**src/rtl/axil_led_pwm.sv**
```systemverilog
// AXI4-Lite slave driving N_CHANNELS LED outputs in PWM or blink mode.
// One shared prescaler and period counter keep every channel phase-aligned.
module axil_led_pwm #(
  parameter int DATA_WIDTH     = 32,
  parameter int ADDR_WIDTH     = 6,
  parameter int N_CHANNELS     = 6,
  parameter int PWM_WIDTH      = 8,
  parameter int PRESCALE_WIDTH = 16
) (
  input  logic                    axi_clock,
  input  logic                    rst,
  input  logic [ADDR_WIDTH-1:0]   s_axil_awaddr,
  input  logic [2:0]              s_axil_awprot,
  input  logic                    s_axil_awvalid,
  output logic                    s_axil_awready,
  input  logic [DATA_WIDTH-1:0]   s_axil_wdata,
  input  logic [DATA_WIDTH/8-1:0] s_axil_wstrb,
  input  logic                    s_axil_wvalid,
  output logic                    s_axil_wready,
  output logic [1:0]              s_axil_bresp,
  output logic                    s_axil_bvalid,
  input  logic                    s_axil_bready,
  input  logic [ADDR_WIDTH-1:0]   s_axil_araddr,
  input  logic [2:0]              s_axil_arprot,
  input  logic                    s_axil_arvalid,
  output logic                    s_axil_arready,
  output logic [DATA_WIDTH-1:0]   s_axil_rdata,
  output logic [1:0]              s_axil_rresp,
  output logic                    s_axil_rvalid,
  input  logic                    s_axil_rready,
  output logic [N_CHANNELS-1:0]   pwm_out
);

  localparam int unsigned IDX_W   = ADDR_WIDTH - 2;
  localparam int unsigned N_WORDS = 2 ** IDX_W;
  localparam int unsigned N_BYTES = DATA_WIDTH / 8;
  localparam int unsigned N_REGS  = 4 + N_CHANNELS;

  logic                      gen;
  logic [PRESCALE_WIDTH-1:0] prescale;
  logic [PWM_WIDTH-1:0]      duty [N_CHANNELS];
  logic [N_CHANNELS-1:0]     mode;
  logic [N_CHANNELS-1:0]     en;

  logic [PRESCALE_WIDTH-1:0] pcnt;
  logic [PWM_WIDTH-1:0]      cnt;
  logic [N_CHANNELS-1:0]     toggle;
  logic                      tick;
  logic                      wrap;
  logic [N_CHANNELS-1:0]     pwm_nxt;

  logic [IDX_W-1:0]          wr_idx;
  logic [IDX_W-1:0]          rd_idx;
  logic                      wr_acc;
  logic                      rd_acc;
  logic [DATA_WIDTH-1:0]     wr_merged;
  logic [DATA_WIDTH-1:0]     reg_img [N_WORDS];
  logic                      reg_ok  [N_WORDS];
  logic                      unused_inputs;

  assign unused_inputs = ^{s_axil_awprot, s_axil_arprot,
                           s_axil_awaddr[1:0], s_axil_araddr[1:0]};

  assign wr_idx = s_axil_awaddr[ADDR_WIDTH-1:2];
  assign rd_idx = s_axil_araddr[ADDR_WIDTH-1:2];

  assign wr_acc = !rst && s_axil_awvalid && s_axil_wvalid && !s_axil_bvalid;
  assign rd_acc = !rst && s_axil_arvalid && !s_axil_rvalid;

  assign s_axil_awready = wr_acc;
  assign s_axil_wready  = wr_acc;
  assign s_axil_arready = rd_acc;

  // Read image of every decoded word; undecoded words stay zero and flag SLVERR.
  always_comb begin
    for (int unsigned w = 0; w < N_WORDS; w++) begin
      reg_img[IDX_W'(w)] = '0;
      reg_ok[IDX_W'(w)]  = (w < N_REGS);
    end
    reg_img[IDX_W'(0)][0]                    = gen;
    reg_img[IDX_W'(1)][PRESCALE_WIDTH-1:0]   = prescale;
    reg_img[IDX_W'(2)][15:0]                 = {8'(PWM_WIDTH), 8'(N_CHANNELS)};
    for (int unsigned i = 0; i < N_CHANNELS; i++) begin
      reg_img[IDX_W'(4 + i)][PWM_WIDTH-1:0] = duty[i];
      reg_img[IDX_W'(4 + i)][16]            = mode[i];
      reg_img[IDX_W'(4 + i)][31]            = en[i];
    end
  end

  always_comb begin
    wr_merged = reg_img[wr_idx];
    for (int unsigned b = 0; b < N_BYTES; b++) begin
      if (s_axil_wstrb[b]) begin
        wr_merged[8*b +: 8] = s_axil_wdata[8*b +: 8];
      end
    end
  end

  always_ff @(posedge axi_clock) begin
    if (rst) begin
      s_axil_bvalid <= 1'b0;
      s_axil_bresp  <= 2'b00;
      gen           <= 1'b0;
      prescale      <= '0;
      mode          <= '0;
      en            <= '0;
      for (int unsigned i = 0; i < N_CHANNELS; i++) begin
        duty[i] <= '0;
      end
    end else begin
      if (s_axil_bvalid && s_axil_bready) begin
        s_axil_bvalid <= 1'b0;
      end
      if (wr_acc) begin
        s_axil_bvalid <= 1'b1;
        s_axil_bresp  <= reg_ok[wr_idx] ? 2'b00 : 2'b10;
        if (wr_idx == IDX_W'(0)) begin
          gen <= wr_merged[0];
        end
        if (wr_idx == IDX_W'(1)) begin
          prescale <= wr_merged[PRESCALE_WIDTH-1:0];
        end
        for (int unsigned i = 0; i < N_CHANNELS; i++) begin
          if (wr_idx == IDX_W'(4 + i)) begin
            duty[i] <= wr_merged[PWM_WIDTH-1:0];
            mode[i] <= wr_merged[16];
            en[i]   <= wr_merged[31];
          end
        end
      end
    end
  end

  always_ff @(posedge axi_clock) begin
    if (rst) begin
      s_axil_rvalid <= 1'b0;
      s_axil_rresp  <= 2'b00;
      s_axil_rdata  <= '0;
    end else begin
      if (s_axil_rvalid && s_axil_rready) begin
        s_axil_rvalid <= 1'b0;
      end
      if (rd_acc) begin
        s_axil_rvalid <= 1'b1;
        s_axil_rdata  <= reg_img[rd_idx];
        s_axil_rresp  <= reg_ok[rd_idx] ? 2'b00 : 2'b10;
      end
    end
  end

  assign tick = gen && (pcnt == prescale);
  assign wrap = tick && (cnt == '1);

  // A PRESCALE write restarts the prescaler even if that edge is also a tick.
  always_ff @(posedge axi_clock) begin
    if (rst || !gen) begin
      pcnt   <= '0;
      cnt    <= '0;
      toggle <= '0;
    end else begin
      if ((wr_acc && wr_idx == IDX_W'(1)) || tick) begin
        pcnt <= '0;
      end else begin
        pcnt <= pcnt + PRESCALE_WIDTH'(1);
      end
      if (tick) begin
        cnt <= cnt + PWM_WIDTH'(1);
      end
      for (int unsigned i = 0; i < N_CHANNELS; i++) begin
        if (!en[i]) begin
          toggle[i] <= 1'b0;
        end else if (wrap) begin
          toggle[i] <= !toggle[i];
        end
      end
    end
  end

  always_comb begin
    pwm_nxt = '0;
    for (int unsigned i = 0; i < N_CHANNELS; i++) begin
      pwm_nxt[i] = gen && en[i] && (mode[i] ? toggle[i] : (cnt < duty[i]));
    end
  end

  always_ff @(posedge axi_clock) begin
    if (rst) begin
      pwm_out <= '0;
    end else begin
      pwm_out <= pwm_nxt;
    end
  end

endmodule

```
**config.mk**
```make
export PLATFORM = sky130hd
export DESIGN_NAME = axil_led_pwm
export DESIGN_NICKNAME = d
export VERILOG_FILES = /design/src/rtl/axil_led_pwm.sv
export SDC_FILE = /design/constraint.sdc
export NUM_CORES = 1
export LEC_CHECK = 0
export ABC_AREA = 1
export CAP_MARGIN = 20
export CORE_ASPECT_RATIO = 1.25
export CORE_MARGIN = 2
export CORE_UTILIZATION = 35
export DETAILED_ROUTE_END_ITERATION = 16
export GPL_ROUTABILITY_DRIVEN = 1
export MAX_ROUTING_LAYER = met4
export SETUP_SLACK_MARGIN = 0.05
export SLEW_MARGIN = 25
export SYNTH_ARGS = -nofsm -noshare
export SYNTH_HDL_FRONTEND = slang
export SYNTH_SLANG_ARGS = --single-unit
export TNS_END_PERCENT = 1
```
**constraint.sdc**
```tcl
create_clock -name axi_clock -period 1.8 [get_ports axi_clock]
set_clock_uncertainty 0.2 [all_clocks]
set_input_delay 0.27 -clock axi_clock [delete_from_list [all_inputs] [get_ports axi_clock]]
set_output_delay 0.27 -clock axi_clock [all_outputs]
set_load 0.01 [all_outputs]
```
Word-level counts from Yosys, hierarchy flattened. Memories as Yosys holds them, arrays and structs flattened. Cells that the tools add are included.

Output and inout port bits: 47. Memories kept: 3. Register bits after elaboration: 103. Memory bits (read-only): 32. Logic and storage cells: 174. Input bits: 61. Bits in writable memories: 48.

Order comparisons: 8. Eq/ne operators: 9. Add/sub/neg operators: 2. Reduce and logical (&&, ||, !) cells: 52. Muxes and demuxes: 58. Bitwise operators: 14.

Memory list: duty (depth 6, bits a word 8, rd ports 6, clocked after Yosys merged registers in 0, write ports 6, RTL line 41) `logic [PWM_WIDTH-1:0] duty [N_CHANNELS];`; (no name shown) (depth 16, bits a word 1, rd ports 1, clocked after Yosys merged registers in 0, write ports 0, RTL line 146) `s_axil_rresp <= reg_ok[rd_idx] ? 2'b00 : 2'b10;`; (no name shown) (depth 16, bits a word 1, rd ports 1, clocked after Yosys merged registers in 0, write ports 0, RTL line 116) `s_axil_bresp <= reg_ok[wr_idx] ? 2'b00 : 2'b10;`.

Operators with widths (count): 32-bit binary-select mux with 4-bit select (2); 32-bit 2-to-1 mux (4); 8-bit 2-to-1 mux (9); 8-bit less-than comparator (6); 1-bit 2-to-1 mux (41); 1-bit logical AND (22); 16-bit by 1-bit adder with 16-bit output (second input constant) (1); 16-bit == test (1); 4-bit by 3-bit == test with 1-bit output (second input constant) (4); 2-bit AND reduction (8); 2-bit OR reduction (7); 5-bit greater-or-equal comparator (second input constant) (2); 1-bit logical NOT (10); 4-bit NOT with 5-bit output (2); 8-bit by 1-bit adder with 8-bit output (second input constant) (1); 4-bit == test (second input constant) (2); 8-bit == test (second input constant) (1); 1-bit NOT (6); 1-bit OR (6); 4-bit by 1-bit == test with 1-bit output (second input constant) (1); 4-bit logical NOT (1); 2-bit 2-to-1 mux (2); 2-bit nonzero test (2); 1-bit logical OR (2).

Depth between registers and ports, before layout. Gate-level depths: netlist of the first run.

Depth after elaboration: 8. Gate-level depth with buffers: 11. Gate-level depth less buffers: 10.

Worst setup path after synthesis of the first run. Ideal clock, no wire load.

Path type: register -> register. From: register s_axil_bvalid. To: memory duty[0][0] (enable). Stages on the path, launching flop included: 8. Buffers on the path: 0. Clock period less this slack: 1.951 ns. Arrival: 1.415 ns. Library setup time: 0.336 ns. Setup slack: -0.151 ns. Required time: 1.264 ns. Path through: dfxtp_1 nor2_1 nand3_2 inv_1 nand2_1 nor2_1 inv_2 nand2_1.

RTL lines: from (decl) (RTL line 21) `output logic s_axil_bvalid,`; from (signal assigned) (RTL line 101) `s_axil_bvalid <= 1'b0;`; from (signal assigned) (RTL line 112) `s_axil_bvalid <= 1'b0;`; from (signal assigned) (RTL line 115) `s_axil_bvalid <= 1'b1;`; to (decl) (RTL line 41).

Final worst setup path of the first run.
From: register prescale[5]. To: register cnt[7].

Longest elaborated chain between the ends: 2.

RTL lines: from (decl) (RTL line 40) `logic [PRESCALE_WIDTH-1:0] prescale;`; from (signal assigned) (RTL line 121) `prescale <= wr_merged[PRESCALE_WIDTH-1:0];`; 16-bit == test (RTL line 151) `assign tick = gen && (pcnt == prescale);`; 1-bit logical AND (RTL line 151); to (signal assigned) (RTL line 167) `cnt <= cnt + PWM_WIDTH'(1);`; to (decl) (RTL line 46) `logic [PWM_WIDTH-1:0] cnt;`.

Every way passes these cells. A chain may end at the register's enable or synchronous reset.

==> results.md, run 1 <==
* Status: complete, but fails checks
* Violated checks: setup timing
* CTS tree: yes
* Post-Synth Simple-Gate Area at 0.205
* CP max FO at 7
* Syn Inst Count at 1,010
* GPL Wtd Cong at 1.01
* Fin crit period at 1.80 ns
* Maximum clock frequency at about 560 MHz
* Main combinational cell family by area after synthesis: simple AND/OR/NAND/NOR gates
* Final wirelength at just under 30,000 um
* Min-delay worst type: primary input to flop
* Max Root-Sink Buffers at 2
* Leakage at between 4 and 5 nW
* Power per cell area at 729 nW/um^2
* Leading cell types by count after synthesis: nand2_1 (158), inv_1 (151), nor2_1 (111), o21ai_0 (91), dfxtp_1 (87)
* Sequential fraction of the synthesis area at 0.411
* Largest net degree at the start of global routing at 23
* Kind of end point of the critical path: flop
* Total CTS buffers at 17
* Final Worst Setup Slack at -0.000205 ns
* Yosys reg bits at 135
* Cell family with most CP delay: simple AND/OR/NAND/NOR gates
* CTS sink cnt at 135
* Synth top area cells: dfxtp_1 (22%), edfxtp_1 (19%), nand2_1 (7.7%), inv_1 (7.3%), ha_1 (7.1%)
* Remaining DRCs at 0
* CP max-delay cell: dfxtp_2
* Post-DRT Antenna Nets at 0
* Area grow syn2layout at 42.2%
* Synth Area in Compound Gates at 0.181
* WHS at 0.0733 ns
* I/O pin count at around 110
* Yosys warnings at 0
* Cell taking the most area after synthesis: dfxtp_1
* Clock Tree Root: clkbuf_16
* Die ar. at 23,400 um^2
* Fin area at 11,000 um^2
* XOR/XNOR Fraction of Synth Area at 0.0158
* Vias per cell at 5.21
* Critical-path cell list: buf_6 -> nand2_2 -> nand2_2 -> nor2_4 -> nand2_2 -> nor2_4 -> nand3_4 -> buf_6 -> nand2_1 -> a21oi_1
* Async set-reset flop share out of synthesis at 0
* Worst path arrival time at 1.92 ns
* Vias in the first global route at 7,831
* Core outline area at 21,600 um^2
* Final period util at 1.00
* Placed Area at 10,000 um^2
* Worst-path clk slew at 0.06 ns
* GRT overflow at 0
* Tot GR Track Use at 0.259
* Mapped Area at 7750 um^2
* Distinct cells, synth at 42
* Starting density of the core at 0.358
* Final slew viol count at 0
* Dominant synthesized flop cell: dfxtp_1
* Post-DP HPWL at 21,800 um
* Buffers on Ports at 67
* Fin util at 0.510
* Initial DRT Pass Iterations at 5
* # rows at 60
* Crit path buf inv count at 2
* Post-synthesis mux area share at 0
* Final Hold Fails at 0
* CP required at 1.92 ns
* Clock Latency Late Sink at 0.44 ns
* Die W at ~140 um
* Final nets at 1,352
* Worst setup path class: flop to flop
* Worst rel slew slack at 0.641
* EDFF count, synth at between 40 and 50
* Syn avg cell area at 7.67 um^2
* MaxCap Viol Count at 0
* Setup Viol. Count Final at 1
* Most common cell in the netlist: nand2_1
* WL/cell at 18.8 um
* Ratio of cells with drive above 1 in the final layout at 0.280
* Post-synth top area share at 0.225
* Die height at 170 um
* H-Tree Depth at 4
* CP max stage delay at 0.34 ns
* Adder-Cell Fraction of Synth Area at 0.0710
* Initial antenna violation count at 0
* Maximum vdd drop at between 0.7 and 0.8 mV
* Global-route wire length before repair at between 40,000 and 50,000 um
* Cell mode on critical path: nand2_2
* Unrepaired setup endpoints after global routing: yes
* Antenna cells at 0
* Initial DRC count at ~730
* CP startpoint kind: flop
* Vias at 8,012
* Slew @ Worst Pin at approximately 0.54 ns
==> sequential cells by signal (all words and copies together) (netlist names) <==
name	count
gen	1
en	6
cnt	8
s_axil_rresp	1
toggle	6
pwm_out	6
s_axil_bvalid	1
mode	6
pcnt	16
prescale	16
duty	48
s_axil_rdata	18
s_axil_bresp	1
s_axil_rvalid	1
==> worst reg2reg max path: cells and delay by family, from the launching register on <==
kind	cells	cell delay [ns]
simple gates	7	0.75
flops	1	0.34
buf+inv	2	0.34
compound gates	1	0.06
==> metrics by stage <==
stage	power (mW)	setup TNS [ns]	setup slack [ns]	instances
detailed placement	4.30	-75.73	-0.620	1503
global placement	4.29	-75.27	-0.637	1503
floorplan	3.77	-0.132	-0.0165	1025
finish	8.04	-0.000205	-0.000205	1539
global route	8.25	-1.04	-0.0617	1539
CTS	8.02	-0.0791	-0.0370	1536
==> cell type report <==
type / count / area [um^2]
clock buffer: 18 / 450
clock inverter: 14 / 181
fill: 2093 / 10600
inverter: 164 / 618
multi-input combinational: 682 / 4060
sequential: 135 / 3210
tap: 279 / 349
timing repair buffer: 246 / 2140
timing repair inverter: 1 / 5.00
==> kinds of logic after synthesis <==
kind of cell,Yosys count
compound gates,244
xor+xnor,14
fa+ha+maj,44
buf+inv,209
flops,135
other cells,1
simple gates,363
==> final timing paths <==
kind / startpoint / endpoint / slack [ns] / depth (start not counted)
min: rst / s_axil_bvalid / 0.07 / 4
min reg2reg: pcnt[0] / pcnt[0] / 0.22 / 1
max: prescale[5] / cnt[7] / -0.0002 / 10
max reg2reg: prescale[5] / cnt[7] / -0.0002 / 10
==> per-layer routing <==
layer | global-route usage | vias up | part of all wire
met1 | 0.295 | 3779 | 0.39
met5 | - | - | 0
met3 | 0.0486 | 83 | 0.059
met2 | 0.432 | 296 | 0.49
met4 | 0.131 | 0 | 0.054
li1 | - | 3854 | -
==> cells in the final DEF (no fill, tap or decap), types with 33 or more instances in the layout <==
master	synthesis	layout
a21oi_1	63	50
dfxtp_1	87	67
ha_1	44	43
o21ai_0	91	84
inv_1	151	138
nand3_1	36	35
nand2_1	158	132
buf_4	18	160
o22ai_1	33	33
edfxtp_1	48	48
nor2_1	111	95
==> power breakdown <==
part / leakage, nW / internal, mW / switching [mW] / total [mW]
sequential: 1.21 / 3.24 / 0.0410 / 3.28
combinational: 3.27 / 0.397 / 0.577 / 0.974
clock: 0.314 / 2.29 / 1.49 / 3.79
total: 4.80 / 5.93 / 2.11 / 8.04
==> repair_timing <==
action	4_1_cts	5_1_grt
setup buffers	0	2
gates cloned	1	1
resized for setup	85	94
hold buffers	0	0
pin swaps	24	25
endpoints found under the setup margin	189	152
(Power assumes the default switching activity.)
==> inputs of run 2 (changes only) <==
Settings changed: ABC_CLOCK_PERIOD_IN_PS from default to 1800.
==> results of run 2 <==
Final layout, timing and power as in run 1 (identical DEF).
